**src/rtl/decoder_pkg.sv**
```systemverilog
// decoder_pkg: shared FSM states, legal select-width range and a one-hot helper for the sequential decoder.
package decoder_pkg;
  typedef enum logic [1:0] {IDLE, SWEEP, DONE} state_t;
  localparam int N_IN_MIN = 1;
  localparam int N_IN_MAX = 6;
  function automatic logic [63:0] onehot(input int unsigned idx, input int unsigned width);
    return (idx < width) ? (64'd1 << idx) : 64'd0;
  endfunction
endpackage

```
**src/rtl/decoder_seq_nx2n_if.sv**
```systemverilog
// decoder_seq_nx2n_if: decode/sweep bus (enable, IN, sweep_req, sweep_abort in; OUT, valid, busy, done out).
interface decoder_seq_nx2n_if #(parameter int N_IN = 3);
  localparam int OUT_W = 2 ** N_IN;
  logic enable;
  logic [N_IN-1:0] IN;
  logic sweep_req;
  logic sweep_abort;
  logic [OUT_W-1:0] OUT;
  logic valid;
  logic busy;
  logic done;
  modport master(output enable, IN, sweep_req, sweep_abort, input OUT, valid, busy, done);
  modport slave(input enable, IN, sweep_req, sweep_abort, output OUT, valid, busy, done);
endinterface

```
**src/rtl/decoder_nx2n.sv**
```systemverilog
// decoder_nx2n: combinational enable-gated N-to-2^N one-hot decoder (en, sel in; y out), split recursively on the MSB.
module decoder_nx2n #(parameter int N_IN = 3) (
  input  logic              en,
  input  logic [N_IN-1:0]   sel,
  output logic [2**N_IN-1:0] y
);
  if (N_IN == 1) begin : g_leaf
    assign y = {en & sel[0], en & ~sel[0]};
  end else begin : g_split
    localparam int H = 2 ** (N_IN - 1);
    decoder_nx2n #(.N_IN(N_IN - 1)) u_hi (.en(en & sel[N_IN-1]), .sel(sel[N_IN-2:0]), .y(y[2*H-1:H]));
    decoder_nx2n #(.N_IN(N_IN - 1)) u_lo (.en(en & ~sel[N_IN-1]), .sel(sel[N_IN-2:0]), .y(y[H-1:0]));
  end
endmodule

```
**src/rtl/decoder_seq_nx2n.sv**
```systemverilog
// decoder_seq_nx2n: registered one-hot decoder with sweep mode (clk, reset, bus: decode/sweep handshake slave).
module decoder_seq_nx2n
  import decoder_pkg::*;
#(
  parameter int N_IN       = 3,
  parameter bit ACTIVE_LOW = 0
) (
  input logic clk,
  input logic reset,
  decoder_seq_nx2n_if.slave bus
);
  localparam int OUT_W = 2 ** N_IN;
  if (N_IN < N_IN_MIN || N_IN > N_IN_MAX) begin : g_bad_n_in
    $error("decoder_seq_nx2n: N_IN out of range");
  end
  state_t state_q, state_d;
  logic [N_IN-1:0] cnt_q, cnt_d, sel;
  logic [OUT_W-1:0] dec, out_q;
  logic dec_en, valid_d, valid_q, done_d, done_q;
  always_comb begin
    state_d = state_q;
    cnt_d   = cnt_q;
    sel     = bus.IN;
    dec_en  = 1'b0;
    valid_d = 1'b0;
    done_d  = 1'b0;
    case (state_q)
      IDLE: begin
        state_d = bus.sweep_req ? SWEEP : IDLE;
        cnt_d   = bus.sweep_req ? '0 : cnt_q;
        dec_en  = bus.enable & ~bus.sweep_req;
        valid_d = dec_en;
      end
      SWEEP: begin
        sel     = cnt_q;
        dec_en  = ~bus.sweep_abort;
        cnt_d   = bus.sweep_abort ? cnt_q : cnt_q + 1'b1;
        state_d = bus.sweep_abort ? IDLE : (&cnt_q ? DONE : SWEEP);
      end
      DONE: begin
        // First DONE cycle emits the done pulse; the second returns to IDLE.
        done_d  = ~done_q;
        state_d = done_q ? IDLE : DONE;
      end
      default: state_d = IDLE;
    endcase
  end
  decoder_nx2n #(.N_IN(N_IN)) u_dec (.en(dec_en), .sel(sel), .y(dec));
  always_ff @(posedge clk) begin
    if (reset) begin
      state_q <= IDLE;
      cnt_q   <= '0;
      out_q   <= {OUT_W{ACTIVE_LOW}};
      valid_q <= 1'b0;
      done_q  <= 1'b0;
    end else begin
      state_q <= state_d;
      cnt_q   <= cnt_d;
      out_q   <= ACTIVE_LOW ? ~dec : dec;
      valid_q <= valid_d;
      done_q  <= done_d;
    end
  end
  assign bus.OUT   = out_q;
  assign bus.valid = valid_q;
  assign bus.busy  = (state_q != IDLE);
  assign bus.done  = done_q;
endmodule

```
**src/flat_wrapper.sv**
```systemverilog
// flat-port wrapper written by rule: the top's interface ports become plain ports
module decoder_seq_nx2n_flat import decoder_pkg::*;
#(
  parameter int N_IN       = 3,
  parameter bit ACTIVE_LOW = 0
)
  (clk, reset, bus_enable, bus_IN, bus_sweep_req, bus_sweep_abort, bus_OUT, bus_valid, bus_busy, bus_done);
  decoder_seq_nx2n_if #(.N_IN(N_IN)) bus_i ();
  input logic clk;
  input logic reset;
  input wire logic [$bits(bus_i.enable)-1:0] bus_enable;
  input wire logic [$bits(bus_i.IN)-1:0] bus_IN;
  input wire logic [$bits(bus_i.sweep_req)-1:0] bus_sweep_req;
  input wire logic [$bits(bus_i.sweep_abort)-1:0] bus_sweep_abort;
  output wire logic [$bits(bus_i.OUT)-1:0] bus_OUT;
  output wire logic [$bits(bus_i.valid)-1:0] bus_valid;
  output wire logic [$bits(bus_i.busy)-1:0] bus_busy;
  output wire logic [$bits(bus_i.done)-1:0] bus_done;
  assign bus_i.enable = bus_enable;
  assign bus_i.IN = bus_IN;
  assign bus_i.sweep_req = bus_sweep_req;
  assign bus_i.sweep_abort = bus_sweep_abort;
  assign bus_OUT = bus_i.OUT;
  assign bus_valid = bus_i.valid;
  assign bus_busy = bus_i.busy;
  assign bus_done = bus_i.done;
  decoder_seq_nx2n #(.N_IN(N_IN), .ACTIVE_LOW(ACTIVE_LOW)) u_core (.clk(clk), .reset(reset), .bus(bus_i));
endmodule
```
**config.mk**
```make
export PLATFORM = sky130hd
export DESIGN_NAME = decoder_seq_nx2n_flat
export DESIGN_NICKNAME = d
export VERILOG_FILES = /design/src/rtl/decoder_pkg.sv /design/src/rtl/decoder_seq_nx2n_if.sv /design/src/rtl/decoder_nx2n.sv /design/src/rtl/decoder_seq_nx2n.sv /design/src/flat_wrapper.sv
export SDC_FILE = /design/constraint.sdc
export NUM_CORES = 1
export LEC_CHECK = 0
export CORE_AREA = 4 4 46 48
export CTS_BUF_LIST = sky130_fd_sc_hd__clkbuf_4 sky130_fd_sc_hd__clkbuf_8 sky130_fd_sc_hd__clkbuf_16
export DETAILED_ROUTE_END_ITERATION = 16
export DIE_AREA = 0 0 50 52
export PLACE_DENSITY = 0.71
export SLEW_MARGIN = 0
export SYNTH_ARGS = -nofsm -noshare
export SYNTH_HDL_FRONTEND = slang
export SYNTH_HIERARCHICAL = 1
export SYNTH_SLANG_ARGS = --single-unit
```
**constraint.sdc**
```tcl
create_clock -name clk -period 2.8 [get_ports clk]
set_input_delay 0.56 -clock clk [delete_from_list [all_inputs] [get_ports clk]]
set_output_delay 0.56 -clock clk [all_outputs]
set_load 0.01 [all_outputs]
```
* After elaboration in Yosys (flattened, before gate mapping)
Index checks and enable logic that the tools add are counted. W data, S select, Z words.
Operators by class: reductions and logical operators 7, bitwise gates (word level) 23, muxes and demuxes 10, eq/ne operators 4, $add $sub $neg 1
Operators with widths (count):
- $and A1 B1 Y1 | 15
- $mux W3 | 3
- $not A1 Y1 | 8
- $mux W2 | 3
- $pmux W2 S3 | 1
- $pmux W3 S2 | 1
- $reduce_and A3 Y1 | 2
- $ne A2 B2 Y1 const B | 2
- $reduce_bool A2 Y1 | 2
- $reduce_or A2 Y1 | 2
- $add A3 B1 Y3 const B | 1
- $eq A2 B1 Y1 const B | 1
- $eq A2 B2 Y1 const B | 1
- $logic_not A2 Y1 | 1
- $pmux W1 S2 | 1
- $mux W1 | 1
Storage, ports and cells: flip-flop bits (word level) 15, input port bits 8, logic and storage cells 50

* Longest topological paths before layout
depth after elaboration 6, mapped depth 7

* Cells and area by module
The synthesis kept the hierarchy.
By module, submodules not included:
- decoder_seq_nx2n | area each 615.6 um2, cells an instance 60, times used 1
- decoder_nx2n | area each 16.3 um2, cells an instance 2, times used 7

* Worst setup path after synthesis
Ideal clock, no wire load.
kind input port to flip-flop, from input bus_sweep_abort, to register u_core.out_q[2] (netlist: u_core/bus.OUT[2]), arrival time 1.568 ns, setup time 0.118 ns, stages on the path 7, path slack 1.113 ns, path buffers 1, cells stage by stage buf_2 > mux2i_1 > and2b_1 > and2b_2 > and2_2 > and2b_2 > nor2b_1
Between the ends: word-level cells in the longest chain between the ends 5
Ends and longest elaborated chain:
- start, declared | RTL line flat_wrapper.sv:14 | input wire logic [$bits(bus_i.sweep_abort)-1:0] bus_sweep_abort;
- $not A1 Y1 | RTL line decoder_seq_nx2n.sv:36 | dec_en = ~bus.sweep_abort;
- $pmux W1 S2 | RTL line decoder_seq_nx2n.sv:27 | case (state_q)
- via u_core.dec_en | RTL line decoder_seq_nx2n.sv:19 | logic dec_en, valid_d, valid_q, done_d, done_q;
- $and A1 B1 Y1 | RTL line decoder_nx2n.sv:12 | decoder_nx2n #(.N_IN(N_IN - 1)) u_lo (.en(en & ~sel[N_IN-1]), .sel(sel[N_IN-2:0]), .y(y[H-1:0]));
- $and A1 B1 Y1 | RTL line decoder_nx2n.sv:11 | decoder_nx2n #(.N_IN(N_IN - 1)) u_hi (.en(en & sel[N_IN-1]), .sel(sel[N_IN-2:0]), .y(y[2*H-1:H]));
- $and A1 B1 Y1 | RTL line decoder_nx2n.sv:8 | assign y = {en & sel[0], en & ~sel[0]};
- via u_core.dec[2] | RTL line decoder_seq_nx2n.sv:18 | logic [OUT_W-1:0] dec, out_q;
- end signal, assigned | RTL line decoder_seq_nx2n.sv:53 | out_q <= {OUT_W{ACTIVE_LOW}};
- end signal, assigned | RTL line decoder_seq_nx2n.sv:59 | out_q <= ACTIVE_LOW ? ~dec : dec;
- end, declared | RTL line decoder_seq_nx2n.sv:18
The timed path passes the listed nets, and every way through them passes these cells. A chain may end at the register's enable or synchronous reset.

* Final worst setup path
from register u_core.state_q[0], to output bus_busy
Between the ends: word-level cells in the longest chain between the ends 1
Ends and longest elaborated chain:
- start, declared | RTL line decoder_seq_nx2n.sv:16 | state_t state_q, state_d;
- start signal, assigned | RTL line decoder_seq_nx2n.sv:57 | state_q <= state_d;
- $reduce_bool A2 Y1 | RTL line decoder_seq_nx2n.sv:66 | assign bus.busy = (state_q != IDLE);
- end, declared | RTL line flat_wrapper.sv:17 | output wire logic [$bits(bus_i.busy)-1:0] bus_busy;
Every way passes these cells.

==> impl_metrics.csv <==
group,metric,value,unit
synth,synth_top_cell_by_area,"dfxtp_1",
route,wl,1180,um
floorplanning,die_height,52,um
clock_network,cts.sinks,15,
floorplanning,num_io_pins,19,
synth,synthDistinctLibCells,25,
floorplanning,initial_core_util,42.7,%
worst_setup_path,worstSetupPathType,"flip-flop to primary output",
final_layout,synthToLayoutAreaGrowth,29.2,%
synth,syn_area,729,um^2
final_layout,n_fill_cell,157,
route,vias,553,
worst_setup_path,critical_path.max_fanout,13,
sta,setup-tns-final,0,ns
power,p_sw_share,24.2,%
final_layout,utilization,55.2,%
clock_network,clk_latency,0.29,ns
floorplanning,die_w,50,um
route,drc_errors,0,
clock_network,hold_buffers,0,
route,antenna_left,0,
final_layout,n_antenna_cell,0,
route,viasPerCell,4.73,
clock_network,cts_buffers,3,
sta,relSlewSlack,63.5,%
global_route,grt_max_degree,16,
synth,synth_top_area_share,41.2,%
sta,finalHoldViolCount,0,
clock_network,cts.clk_slew.worst_paths,0.09,ns
clock_network,clockBufferDepth,2,
worst_setup_path,cpMaxStageDelayCell,"dfxtp_1",
global_route,grt_overflow_total,0,
worst_setup_path,start_kind,"flip-flop",
sta,setup_ws,0.592,ns
sta,fin_crit,2.21,ns
worst_setup_path,required,2.24,ns
worst_setup_path,crit_path_end_kind,"primary output",
worst_setup_path,worst_ep_arrival_time,1.65,ns
worst_hold_path,hold_path_class,"flip-flop to flip-flop",
synth,ys.flop_type,"dfxtp_1",
power,p_leak,0.000373,uW
clock_network,cts_resized,0,
worst_setup_path,critPathTopFamily,"flip-flops",
synth,yosysSeqAreaShare,41.2,%
worst_setup_path,cp_slowest_stage_delay,0.64,ns
synth,synth_edf_count,0,
sta,tightest_slew,0.545,ns
synth,yosys_warnings,6,
route,drtPass1Iterations,3,
power,peakVddDrop,0.275,mV
placement,place.port_buffers,18,
route,drt_iter0_markers,7,
global_route,grt_pass1_wl,1990,um
power,clock_power_share,31.0,%
synth,syn_inst,74,
synth,avgSynthCellArea,9.86,um^2
placement,pre_cts_slack,0.498,ns
sta,timing.fmax,0.453,GHz
clock_network,cts_setup_buffers,0,
power,power.share.combinational,13.2,%
synth,netlist_top_cells_area,"dfxtp_1 (41%), and2b_2 (8.4%), and2_2 (7.2%)",
final_layout,final_layout_size_suffix_gt1_share,27.2,%
floorplanning,rows,15,
global_route,antenna_found_initial,0,
worst_setup_path,crit_buf_inv,1,
power,internal_power,304,uW
global_route,grt_pass1_vias,507,
power,seq_power_share,55.8,%
power,p_switching,96.8,uW
sta,slew_viol_final,0,
clock_network,cts_max_level,1,
synth,ys_seq_elements,15,
flow_run,cap_violations,0,
route,avgRoutedWirePerCell,10.1,um
clock_network,cts_tree,"built",
status,run_status,"complete, no violations",
sta,skew,0.00610,ns
global_route,grtUsageTotal,10.1,%
placement,gp_congestion,0.856,
floorplanning,die_area,2600,um^2
sta,min_period_over_period,78.9,%
placement,hpwl,878,um
worst_setup_path,cp_cell_sequence,"or2_2 -> clkdlybuf4s50_1",
synth,syn_nets,84,
synth,synthArstFlopShare,0,%
power,powerDensity,425,nW/um^2
sta,rsz0062_at_grt,"false",
floorplanning,core_area,1710,um^2
final_layout,fin_nets,103,
sta,setup_viol,0,
clock_network,cts-root-buf,"clkbuf_4",
==> tightest hold or removal path: stages (launching register included) <==
cell and delay, ns:
dfxtp_1 0.35, nand2_1 0.07, a21oi_1 0.05
==> flip-flops by register name, indices dropped and copies added (netlist names) <==
signal            flops
u_core/bus.OUT        8
u_core/bus.done       1
u_core/bus.valid      1
u_core/cnt_q          3
u_core/state_q        2
==> cells in the final DEF, fill, tap and decap left out <==
cell	instances
clkdlybuf4s50_1	18
dfxtp_1	15
nor2b_1	8
and2_2	7
and2b_2	7
nand2_1	4
nor2_1	4
clkbuf_4	3
mux2_2	3
a31oi_1	3
mux2i_1	2
a21oi_1	2
nand3_1	2
ha_1	2
clkinv_2	1
nand2b_1	1
and2b_1	1
nand2b_4	1
or2_2	1
nor4b_1	1
o21bai_1	1
nor3_1	1
and4bb_2	1
or3b_1	1
a21oi_2	1
nor4_1	1
==> kinds of logic after synthesis <==
kind of cell / after synthesis / share of synthesized area, %
and+or+nand+nor: 41 / 38.3
AOI/OAI and AO/OA: 7 / 6.18
buffers and inverters: 4 / 3.60
DFF: 15 / 41.2
adders and majority gates: 2 / 3.43
muxes: 5 / 7.38
==> path summary, 6_finish.rpt <==
check / cells past startpoint / slack [ns] / endpoint / from
setup / recovery: 2 / 0.59 / bus_busy / u_core/state_q[0]$_SDFF_PP0_
hold / removal: 2 / 0.51 / u_core/cnt_q[1]$_SDFFE_PP0P_ / u_core/cnt_q[1]$_SDFFE_PP0P_
setup reg to reg: 6 / 0.94 / u_core/bus.OUT[6]$_SDFF_PP0_ / u_core/state_q[1]$_SDFF_PP0_
hold reg to reg: 2 / 0.51 / u_core/cnt_q[1]$_SDFFE_PP0P_ / u_core/cnt_q[1]$_SDFFE_PP0P_
==> synthesized netlist by cell type, types with 2 or more instances <==
library cell / instances
mux2_2: 3
nor2_1: 4
buf_2: 3
nand3_1: 2
a21oi_1: 2
dfxtp_1: 15
nor2b_1: 8
nand2_1: 4
ha_1: 2
a31oi_1: 3
and2_2: 7
mux2i_1: 2
and2b_2: 7
==> per-stage QoR <==
stage                     instance area, um^2  total power, uW  cells  hold WS [ns]
after floorplan                           729              260     74         0.459
after global placement                    915              281    113         0.484
after detailed placement                  915              281    113         0.502
after CTS                                 942              404    117         0.515
after global routing                      942              421    117         0.529
final                                     942              400    117         0.512
==> cell type report <==
| class | instances | area (um^2) | share of cell area, % |
|---|---|---|---|
| repair buffers | 18 | 180 | 19.1 |
| multi-input cells | 55 | 403 | 42.8 |
| well taps | 25 | 31.3 | 3.32 |
| clock inverters | 1 | 5.00 | 0.531 |
| clock buffers | 3 | 22.5 | 2.39 |
| flip-flops and latches | 15 | 300 | 31.9 |
==> power by group through the flow <==
stage	sequential (uW)	clock, uW	combinational, uW
2_1_floorplan	226	0	33.8
3_3_place_gp	228	0	52.6
3_5_place_dp	228	0	53.1
4_1_cts	223	127	53.2
5_1_grt	224	138	58.6
6_report	223	124	52.7
==> layer usage <==
metal	vias to the layer above	routed length, um	global-route usage (%)
li1	284	-	-
met1	255	546	11.4
met2	12	563	16.7
met3	2	53	3.44
met4	0	19	5.53
met5	-	0	0
Power figures use the tool's default switching activity.
==> edit 1, RTL diff (same settings) <==
Reset style: asynchronous (`reset`), changed in one clocked block.
--- a/src/rtl/decoder_seq_nx2n.sv
+++ b/src/rtl/decoder_seq_nx2n.sv
@@ -47,5 +47,5 @@
   end
   decoder_nx2n #(.N_IN(N_IN)) u_dec (.en(dec_en), .sel(sel), .y(dec));
-  always_ff @(posedge clk) begin
+  always_ff @(posedge clk or posedge reset) begin
     if (reset) begin
       state_q <= IDLE;
Formal check against the unedited RTL: differs if reset is asserted again (counterexample within 4 cycles, from zero or initial values and one cycle with reset high); with reset held inactive, the same outputs for 10 cycles.
==> edit 1 against the original RTL <==
Critical path depth stayed put; setup slack improved by 0.077 ns; area after synthesis increased by 1.7%; worst hold slack got worse by 0.040 ns; routed wire length up 5.2%; sequential share of layout area increased by 6.7 points; global-route usage is 0.85 points higher; sequential cell count did not move; maximum frequency up 3.6%; final area grew 3.2%; largest cell class is now flip-flops and latches; highest routed layer unchanged.
Power is not compared: it rests on default switching activity, and its combinational part moved more than twofold at a synthesized area within 25%.
==> edit 1: results <==
[status]
outcome = "complete, no violations"

[placed_design]
pre_cts_ws_ns = 0.687
place_congestion = 0.704
placedCellCount = 104
io_buffers = 18
dpl.hpwl_microns = 984

[clocking]
root_buffer = "clkbuf_4"
clkSlewWorstSetupHoldPaths_ns = 0.08
cts_buffer_depth = 2
post_cts_buffers = 0
cts_buffers = 3
clk_latency_ns = 0.27
htree_levels = 1
ctsResizeCount = 0

[synth]
ys_warn_count = 6
synth_xor_area_share_pct = 0
synth_area_leaders = "dfrtp_1 (51%), and2b_2 (8.3%), and2_2 (7.1%)"
synth_cell_types = 20
synth_cells = 62
yosys_most_used_dff = "dfrtp_1"
synth_fa_ha_area_share_pct = 3.37
syn_nets = 72
synth_compound_area_share_pct = 7.42
synth_seq_area_share_pct = 50.6
muxShareOfSynthArea_pct = 4.55
async_flop_share_pct = 100
synth_common_cells = "dfrtp_1 (15), and2_2 (7), and2b_2 (7)"

[grt]
grt.total_usage_pct = 11.0
grt_max_degree = 16
grt_antenna_before_repair = 0
grt_pass1_wl_mm = 2.15
grt_pass1_vias = 497

[layout]
nets = 94
antennaDiodeCount = 0
fillers = 156
largest_reg_flops = 8
drive_gt1_share_pct = 33.7

[sta]
fin_skew_ns = 0.00167
worstMarginPinSlew_ns = 0.541

[routing]
drt-total-wl_mm = 1.24
drt_iter0_drc = 5
first_pass_iters = 4
via_per_inst = 4.63
vias = 500

[worst_setup_path]
worstPathMaxFanout = 14
rr_startpoint = "u_core/state_q[0]"
startpoint_type = "register"
cp.arrival_ns = 1.57

[hold_path]
hp-start = "u_core/bus.done"
min_path_type = "register to register"

[pwr]
leakagePower_nw = 0.458
ir_drop_mv = 0.337
==> edit 1: final timing paths <==
kind                                endpoint  slack, ns  cells past startpoint
setup / recovery                    bus_busy       0.67                      2
hold / removal               u_core/bus.done       0.47                      1
setup reg to reg           u_core/bus.OUT[4]       0.90                      5
hold reg to reg              u_core/bus.done       0.47                      1
max in group asynchronous  u_core/bus.OUT[7]       1.81                      2
min in group asynchronous  u_core/bus.OUT[4]       0.64                      2
==> edit 1: final cells by class <==
type / instances / area share, %
clock buffers: 4 / 3.09
flip-flops and latches: 15 / 38.6
multi-input cells: 41 / 34.6
repair buffers: 18 / 18.5
inverters: 5 / 1.93
well taps: 25 / 3.22
==> edit 1: critical path, stage by stage, from the launching register on <==
cell,delay [ns]
dfrtp_1,0.58
or2_4,0.20
clkdlybuf4s50_1,0.52
==> edit 1: stage by stage <==
step                area (sq um)  hold WS, ns  power [mW]  util, %
detailed placement           942        0.476       0.422     55.2
finish                       972        0.472       0.541     56.9
global placement             942        0.450       0.416     55.2
CTS                          972        0.487       0.551     56.9
floorplan                    742        0.461       0.368        -
global route                 972        0.496       0.578     56.9
==> edit 1: layer usage <==
| layer | vias to the layer above | global-route usage [%] | part of all wire (%) |
|---|---|---|---|
| met5 | - | 0 | 0 |
| met4 | 0 | 5.99 | 0.48 |
| met3 | 2 | 3.15 | 5.5 |
| met2 | 14 | 19.3 | 55 |
| met1 | 233 | 11.7 | 39 |
| li1 | 251 | - | - |
==> edit 1: report_power, final <==
group | internal (mW) | switching, mW | leakage [nW]
combinational | 0.0898 | 0.0597 | 0.235
sequential | 0.241 | 0.0244 | 0.204
clock | 0.0648 | 0.0613 | 0.0184
total | 0.396 | 0.145 | 0.458
==> edit 2, RTL diff (config.mk and constraints unchanged) <==
Without the edit above. `N_IN` is set to 3 in 4 places; all go to 2.
--- a/src/rtl/decoder_seq_nx2n_if.sv
+++ b/src/rtl/decoder_seq_nx2n_if.sv
@@ -1,4 +1,4 @@
 // decoder_seq_nx2n_if: decode/sweep bus (enable, IN, sweep_req, sweep_abort in; OUT, valid, busy, done out).
-interface decoder_seq_nx2n_if #(parameter int N_IN = 3);
+interface decoder_seq_nx2n_if #(parameter int N_IN = 2);
   localparam int OUT_W = 2 ** N_IN;
   logic enable;
--- a/src/rtl/decoder_nx2n.sv
+++ b/src/rtl/decoder_nx2n.sv
@@ -1,4 +1,4 @@
 // decoder_nx2n: combinational enable-gated N-to-2^N one-hot decoder (en, sel in; y out), split recursively on the MSB.
-module decoder_nx2n #(parameter int N_IN = 3) (
+module decoder_nx2n #(parameter int N_IN = 2) (
   input  logic              en,
   input  logic [N_IN-1:0]   sel,
--- a/src/rtl/decoder_seq_nx2n.sv
+++ b/src/rtl/decoder_seq_nx2n.sv
@@ -3,5 +3,5 @@
   import decoder_pkg::*;
 #(
-  parameter int N_IN       = 3,
+  parameter int N_IN       = 2,
   parameter bit ACTIVE_LOW = 0
 ) (
--- a/src/flat_wrapper.sv
+++ b/src/flat_wrapper.sv
@@ -2,5 +2,5 @@
 module decoder_seq_nx2n_flat import decoder_pkg::*;
 #(
-  parameter int N_IN       = 3,
+  parameter int N_IN       = 2,
   parameter bit ACTIVE_LOW = 0
 )
Ports: changed (resized bus_IN and bus_OUT); port bits go from 19 to 14. No check against the original RTL was run, so the function may have changed too.
==> edit 2 against the original RTL <==
Routed wire length fell by 20%; via count fell by 32%; final area fell by 30%; setup slack better by 0.086 ns; count of clock-buffer cells in the layout up 1; synthesized cell count fell by 34%; register-to-register slack better by 0.22 ns; clock power is 4% higher; sequential cell count decreased by 5; area after synthesis down 35%; power is 19% lower; critical path depth stayed put; critical path type unchanged; largest power group unchanged.
==> edit 2: results <==
[status]
outcome = "complete, no violations"

[synth]
synth_cell_types = 22
synth_area_leaders = "dfxtp_1 (42%), and2b_2 (7.4%), nor2b_1 (5.3%)"
yosys_most_used_dff = "dfxtp_1"
async_flop_share_pct = 0
synth_common_cells = "dfxtp_1 (10), and2b_2 (4), nor2_1 (4), nor2b_1 (4)"
syn_nets = 57
synth_cells = 49
synth_seq_area_share_pct = 42.2
ys_warn_count = 6

[grt]
grtUsageMet1_pct = 8.01
grt.total_usage_pct = 7.92
grt_max_degree = 11
gr-usage-met3_pct = 0.860
use_met2_pct = 14.3
grt_antenna_before_repair = 0
grt_pass1_wl_mm = 1.54
grt_pass1_vias = 373

[sta]
worstMarginPinSlew_ns = 0.442
fin_skew_ns = 0.00365

[routing]
vias = 377
drt_iter0_drc = 0
wl_per_cell_microns = 10.6
first_pass_iters = 1

[layout]
drive_gt1_share_pct = 25.0
fin_cells = 89
antennaDiodeCount = 0
fillers = 179
largest_reg_flops = 4
nets = 73

[clocking]
clk_latency_ns = 0.26
cts_buffers = 3
htree_levels = 1
clkSlewWorstSetupHoldPaths_ns = 0.07
ctsResizeCount = 0
root_buffer = "clkbuf_4"
cts_buffer_depth = 2

[hold_path]
min_path_type = "register to register"
hp-start = "u_core/cnt_q[0]"
whs_path_depth = 2

[worst_setup_path]
worstRegToRegCells = 5
worstPathMaxFanout = 10
cp.arrival_ns = 1.56
critPathLaunch = "u_core/state_q[0]"

[pwr]
ir_drop_mv = 0.181
leakagePower_nw = 0.250

[placed_design]
place_congestion = 0.636
placedCellCount = 85
io_buffers = 13
pre_cts_ws_ns = 0.704
dpl_cell_area_sq_um = 621
-- edit 2: area by class of cell --
type | count | area [sq um] | share of cell area [%]
Sequential cell | 10 | 200 | 30.5
Timing Repair Buffer | 13 | 130 | 19.8
Tap cell | 25 | 31.3 | 4.76
Clock buffer | 4 | 36.3 | 5.52
Multi-Input combinational cell | 37 | 259 | 39.4
-- edit 2: cell families after synthesis --
family / after synthesis / share of synthesized area, %
compound gates: 5 / 7.13
fa+ha+maj: 1 / 2.64
flops: 10 / 42.2
buf+inv: 2 / 3.17
mux: 4 / 8.97
simple gates: 27 / 35.9
-- edit 2: report_power, final --
part           switching (mW)  leakage, nW  internal [mW]
clock                  0.0499       0.0210         0.0789
combinational          0.0153        0.148         0.0267
sequential            0.00518       0.0812          0.146
total                  0.0704        0.250          0.252
-- edit 2: worst paths after layout --
kind                       endpoint  slack (ns)
hold reg to reg     u_core/cnt_q[0]        0.52
setup / recovery           bus_busy        0.68
setup reg to reg  u_core/bus.OUT[3]        1.16
hold / removal      u_core/cnt_q[0]        0.52
-- edit 2: critical path, cell delays in order (launching register included) --
cell and delay, ns:
dfxtp_1 0.59, or2_2 0.18, clkdlybuf4s50_1 0.52
-- edit 2: layer usage --
metal / up-vias / routed length, microns
met3: 2 / 18
li1: 198 / -
met4: 0 / 17
met1: 171 / 429
met2: 6 / 475
met5: - / 0
